File: src/rtl/load_store_unit_pkg.sv
// rtl/load_store_unit_pkg.sv - shared types and constants for the load/store unit
package load_store_unit_pkg;

    typedef enum logic [1:0] {
        IDLE = 2'd0,
        BUSY = 2'd1,
        DONE = 2'd2
    } lsu_state_t;

    localparam logic [3:0] WSTRB_WORD = 4'b1111;
    localparam logic [3:0] WSTRB_NONE = 4'b0000;

    // Only word accesses have an alignment requirement; byte accesses may hit any lane.
    function automatic logic is_misaligned(input logic is_byte, input logic [1:0] offset);
        return !is_byte && (offset != 2'b00);
    endfunction

endpackage

File: src/rtl/byte_lane_align.sv
// rtl/byte_lane_align.sv - byte-lane steering for stores and lane extraction/sign extension for loads
module byte_lane_align
    import load_store_unit_pkg::*;
(
    input  logic [1:0]  i_offset,
    input  logic        i_is_byte,
    input  logic [31:0] i_store_data,
    input  logic [31:0] i_rdata,
    output logic [31:0] o_wdata,
    output logic [3:0]  o_wstrb,
    output logic [31:0] o_load_data
);

    logic [7:0] w_lane;

    always_comb begin
        w_lane = i_rdata[7:0];
        case (i_offset)
            2'd0:    w_lane = i_rdata[7:0];
            2'd1:    w_lane = i_rdata[15:8];
            2'd2:    w_lane = i_rdata[23:16];
            default: w_lane = i_rdata[31:24];
        endcase
    end

    always_comb begin
        o_load_data = i_rdata;
        o_wdata     = i_store_data;
        o_wstrb     = WSTRB_WORD;
        if (i_is_byte) begin
            o_load_data = {{24{w_lane[7]}}, w_lane};
            o_wdata     = {4{i_store_data[7:0]}};
            o_wstrb     = 4'b0001 << i_offset;
        end
    end

endmodule

File: src/rtl/load_store_unit.sv
// rtl/load_store_unit.sv - load/store unit with IDLE/BUSY/DONE handshake to a single-ack memory bus
// Optional bus-ack timeout abort is enabled by defining LSU_TIMEOUT_EN.
module load_store_unit
    import load_store_unit_pkg::*;
#(
    parameter int TIMEOUT_CYCLES = 255
) (
    input  logic        clk,
    input  logic        rst,
    input  logic        read_mem,
    input  logic        write_mem,
    input  logic        load_byte,
    input  logic        store_byte,
    input  logic [31:0] addr,
    input  logic [31:0] store_data,
    output logic [31:0] bus_addr,
    output logic [31:0] bus_wdata,
    output logic [3:0]  bus_wstrb,
    output logic        bus_ren,
    output logic        bus_wen,
    input  logic [31:0] bus_rdata,
    input  logic        bus_ack,
    output logic [31:0] load_data,
    output logic        mem_stall,
    output logic        mem_error
);

    lsu_state_t  r_state;
    lsu_state_t  w_next_state;
    logic [31:0] r_addr;
    logic [31:0] r_store_data;
    logic [31:0] r_load_data;
    logic        r_is_store;
    logic        r_is_byte;
    logic        r_mem_error;

    logic        w_req;
    logic        w_req_byte;
    logic        w_misaligned;
    logic        w_timeout;
    logic        w_err_next;
    logic        w_capture;
    logic [31:0] w_wdata;
    logic [3:0]  w_wstrb;
    logic [31:0] w_load_aligned;

    // A simultaneous read and write request is treated as a store.
    assign w_req        = read_mem | write_mem;
    assign w_req_byte   = write_mem ? store_byte : load_byte;
    assign w_misaligned = is_misaligned(w_req_byte, addr[1:0]);

    byte_lane_align u_align (
        .i_offset     (r_addr[1:0]),
        .i_is_byte    (r_is_byte),
        .i_store_data (r_store_data),
        .i_rdata      (bus_rdata),
        .o_wdata      (w_wdata),
        .o_wstrb      (w_wstrb),
        .o_load_data  (w_load_aligned)
    );

`ifdef LSU_TIMEOUT_EN
    localparam logic [7:0] TIMEOUT_LAST = 8'(TIMEOUT_CYCLES - 1);

    logic [7:0] r_wait_cnt;

    always_ff @(posedge clk) begin
        if (rst || (r_state != BUSY)) begin
            r_wait_cnt <= '0;
        end else begin
            r_wait_cnt <= r_wait_cnt + 8'd1;
        end
    end

    assign w_timeout = (r_state == BUSY) && (r_wait_cnt == TIMEOUT_LAST);
`else
    assign w_timeout = 1'b0;
`endif

    always_comb begin
        w_next_state = r_state;
        w_err_next   = 1'b0;
        w_capture    = 1'b0;
        case (r_state)
            IDLE: begin
                if (w_req) begin
                    if (w_misaligned) begin
                        w_next_state = DONE;
                        w_err_next   = 1'b1;
                    end else begin
                        w_next_state = BUSY;
                    end
                end
            end
            BUSY: begin
                if (bus_ack) begin
                    w_next_state = DONE;
                    w_capture    = !r_is_store;
                end else if (w_timeout) begin
                    w_next_state = DONE;
                    w_err_next   = 1'b1;
                end
            end
            DONE:    w_next_state = IDLE;
            default: w_next_state = IDLE;
        endcase
    end

    always_ff @(posedge clk) begin
        if (rst) begin
            r_state      <= IDLE;
            r_addr       <= '0;
            r_store_data <= '0;
            r_load_data  <= '0;
            r_is_store   <= 1'b0;
            r_is_byte    <= 1'b0;
            r_mem_error  <= 1'b0;
        end else begin
            r_state     <= w_next_state;
            r_mem_error <= w_err_next;
            if ((r_state == IDLE) && w_req && !w_misaligned) begin
                r_addr       <= addr;
                r_store_data <= store_data;
                r_is_store   <= write_mem;
                r_is_byte    <= w_req_byte;
            end
            if (w_capture) begin
                r_load_data <= w_load_aligned;
            end
        end
    end

    // Bus requests are gated by rst so they drop in the reset cycle itself.
    assign bus_ren   = (r_state == BUSY) && !r_is_store && !rst;
    assign bus_wen   = (r_state == BUSY) &&  r_is_store && !rst;
    assign bus_wstrb = bus_wen ? w_wstrb : WSTRB_NONE;
    assign bus_wdata = w_wdata;
    assign bus_addr  = {r_addr[31:2], 2'b00};
    assign mem_stall = (r_state == BUSY) || ((r_state == IDLE) && w_req);
    assign load_data = r_load_data;
    assign mem_error = r_mem_error;

endmodule
File: config.mk
export PLATFORM = sky130hd
export DESIGN_NAME = load_store_unit
export DESIGN_NICKNAME = d
export VERILOG_FILES = /design/src/rtl/load_store_unit_pkg.sv /design/src/rtl/byte_lane_align.sv /design/src/rtl/load_store_unit.sv
export SDC_FILE = /design/constraint.sdc
export NUM_CORES = 1
export LEC_CHECK = 0
export CAP_MARGIN = 15
export CORE_UTILIZATION = 43
export CTS_CLUSTER_DIAMETER = 100
export DETAILED_ROUTE_END_ITERATION = 7
export PLACE_DENSITY = 0.81
export SLEW_MARGIN = 20
export SYNTH_ARGS = -nofsm -noshare
export SYNTH_HDL_FRONTEND = slang
export SYNTH_SLANG_ARGS = --single-unit
File: constraint.sdc
create_clock -name clk -period 2.2 [get_ports clk]
set_input_delay 0.44 -clock clk [delete_from_list [all_inputs] [get_ports clk]]
set_output_delay 0.44 -clock clk [all_outputs]
set_load 0.005 [all_outputs]
==> results.cfg <==
[sta]
clock_skew_ns = 0.008799
layout_setup_ws_ns = 0.05811
slew_headroom = 0.5279
fmax_mhz = 466.9
fin_crit_ns = 2.142
setup_viol = 0
fin_crit_sh = 0.9736
tightest_slew_ns = 0.7067
hold_viol = 0
tns_ns = 0
final_max_slew_viol_count = 0

[cells_and_area]
final_nets = 845
fin_util = 0.6586
areaGrowthSynthToFinish_pct = 48.12
n_fill_cell = 895
antenna_cells = 0
layout_common_cells = clkdlybuf4s50_1, nand2_1, dfxtp_1
drive_above_1_share = 0.08568
final_common_cell = clkdlybuf4s50_1
final_cell_area_um2 = 7202

[placement]
pre_cts_slack_ns = -0.2128
postPlaceCellArea_um2 = 6857
dp_hpwl_mm = 9.948
gp_congestion = 0.8485
port_buffers = 204

[critical_path]
critPathCaptureType = primary output
path_max_fanout = 20
required_ns = 1.76
setup.worst_path.class = reg -> out
cp.arrival_ns = 1.70
cp-start-kind = flip-flop

[yosys]
netlist_area_um2 = 4862
synth-edff-count = 0
yosys_register_bits = 101
yosys_warnings = 0
syn_area_per_cell_um2 = 8.255
ys_seq_area_frac = 0.4159
synthFlopType = dfxtp_1
async_reset_ff_frac = 0
syn_inst = 589
ys_types = 34

[grt]
grt_usage = 0.2251
first_global_vias = 4245
grt_pass1_wl_mm = 20.49
antenna_found_initial = 0
gr-total-overflow = 0
grt_start_max_net_pins = 65

[die]
io_pins = 207
die_area_um2 = 11740
num_rows = 38
core_um2 = 10940
die_h_um = 108.3
die_w_um = 108.3
initial_core_util = 0.4446

[clocking]
cts_sinks = 101
clockBufferDepth = 2
ctsHoldBuffers = 0
cts_tree = yes
clk_pin_slew_ns = 0.06
cts-buffers-inserted = 9
root_buffer = clkbuf_16
htreeDepth = 3
post_cts.repair.setup_buffers = 0
clk_latency_ns = 0.34

[pwr]
p_int_mw = 3.636
p_switching_mw = 1.303
p_per_area_nw_per_um2 = 685.7
p_clk_frac = 0.323
peakVddDrop_v = 0.0003366
p_sw_frac = 0.2638
seqPwrFrac = 0.423
p_leak_nw = 2.842
combPwrFrac = 0.254

[route]
antenna_left = 0
vias = 4528
wl_per_cell_um = 15.45
viasPerCell = 5.105
drt-initial-drc-count = 336
drt-pass1-iter-count = 5
drt_wl_total_mm = 13.70
drc = 0

[run_status]
outcome = finished, final reports clean

[run]
maxCapViolCount = 0

[hold_path]
hold_class = reg -> reg
registers in the layout, indices dropped and copies added (netlist names):
name and count:
load_data 32, mem_error 1, r_addr 32, r_is_byte 1, r_is_store 1, r_state 2
r_store_data 32
synth_stat cells (2+ instances only):
cell / count / area (µm²)
mux2i_1: 65 / 650.6
buf_2: 3 / 15.01
buf_6: 5 / 56.30
nand2b_1: 2 / 12.51
a31oi_1: 25 / 156.4
nand2_1: 165 / 619.3
clkbuf_1: 35 / 131.4
o21ai_0: 57 / 285.3
nor3_1: 2 / 10.01
nor4b_1: 2 / 17.52
dfxtp_1: 101 / 2022
nor2b_1: 2 / 12.51
mux2_2: 16 / 180.2
a21oi_1: 10 / 50.05
buf_4: 42 / 315.3
a222oi_1: 7 / 70.07
inv_1: 26 / 97.59
nor2_1: 8 / 30.03
power by group through the flow:
stage,clock (mW),combinational [mW],sequential (mW)
after floorplan,0,0.658,2.10
after global placement,0,1.21,2.11
after detailed placement,0,1.24,2.12
after CTS,1.62,1.25,2.08
after global routing,1.71,1.35,2.10
final,1.60,1.26,2.09
through the flow:
step	total power, mW	instances	hold WS [ns]
6_report	4.938	887	0.4562
5_1_grt	5.160	887	0.4728
4_1_cts	4.955	886	0.4594
3_5_place_dp	3.360	870	0.4502
3_3_place_gp	3.323	870	0.4414
2_1_floorplan	2.755	590	0.4347
cells by family (layout without fill, tap and decap cells):
kind of cell / Yosys count / in the layout / synth area share
AOI/OAI and AO/OA: 108 / 108 / 0.1343
buffers and inverters: 113 / 270 / 0.1281
DFF: 101 / 101 / 0.4159
muxes: 81 / 81 / 0.1709
other: 1 / 2 / 0.0007713
and+or+nand+nor: 185 / 185 / 0.1500
worst max-delay path, cell delays in order (launching register included):
cell and delay (ns):
dfxtp_2 0.39, buf_12 0.17, nand2_1 0.12, o21ai_0 0.11, clkdlybuf4s50_1 0.58
path summary, 6_finish.rpt:
kind / cells past startpoint / slack [ns] / end / from
max: 4 / 0.06 / bus_wdata[23] / r_is_byte$_SDFFE_PP0P_
min: 2 / 0.46 / r_addr[16]$_SDFFE_PP0P_ / r_addr[16]$_SDFFE_PP0P_
max reg2reg: 5 / 0.35 / load_data[28]$_SDFFE_PP0P_ / r_is_byte$_SDFFE_PP0P_
min reg2reg: 2 / 0.46 / r_addr[16]$_SDFFE_PP0P_ / r_addr[16]$_SDFFE_PP0P_
layer usage:
layer	part of all wire	up-vias	track usage	routed length, µm
met4	0.027	0	0.1062	369
met1	0.41	2093	0.2617	5618
met2	0.48	177	0.3854	6583
met3	0.083	23	0.05847	1132
li1	-	2235	-	-
met5	0	-	0	0
cell type report:
| type | count | area [µm²] | area share |
|---|---|---|---|
| sequential | 101 | 2023 | 0.2809 |
| clock buffer | 10 | 239.0 | 0.03318 |
| timing repair buffer | 227 | 2340 | 0.3249 |
| inverter | 27 | 103.9 | 0.01442 |
| tap | 140 | 175.2 | 0.02432 |
| multi-input combinational | 376 | 2258 | 0.3136 |
| clock inverter | 6 | 62.56 | 0.008687 |
timing repair:
item / CTS / global route
setup endpoints to repair: 6 / 6
cloned: 0 / 1
resized for setup: 11 / 2
No activity file was read; power rests on OpenSTA's default activity.
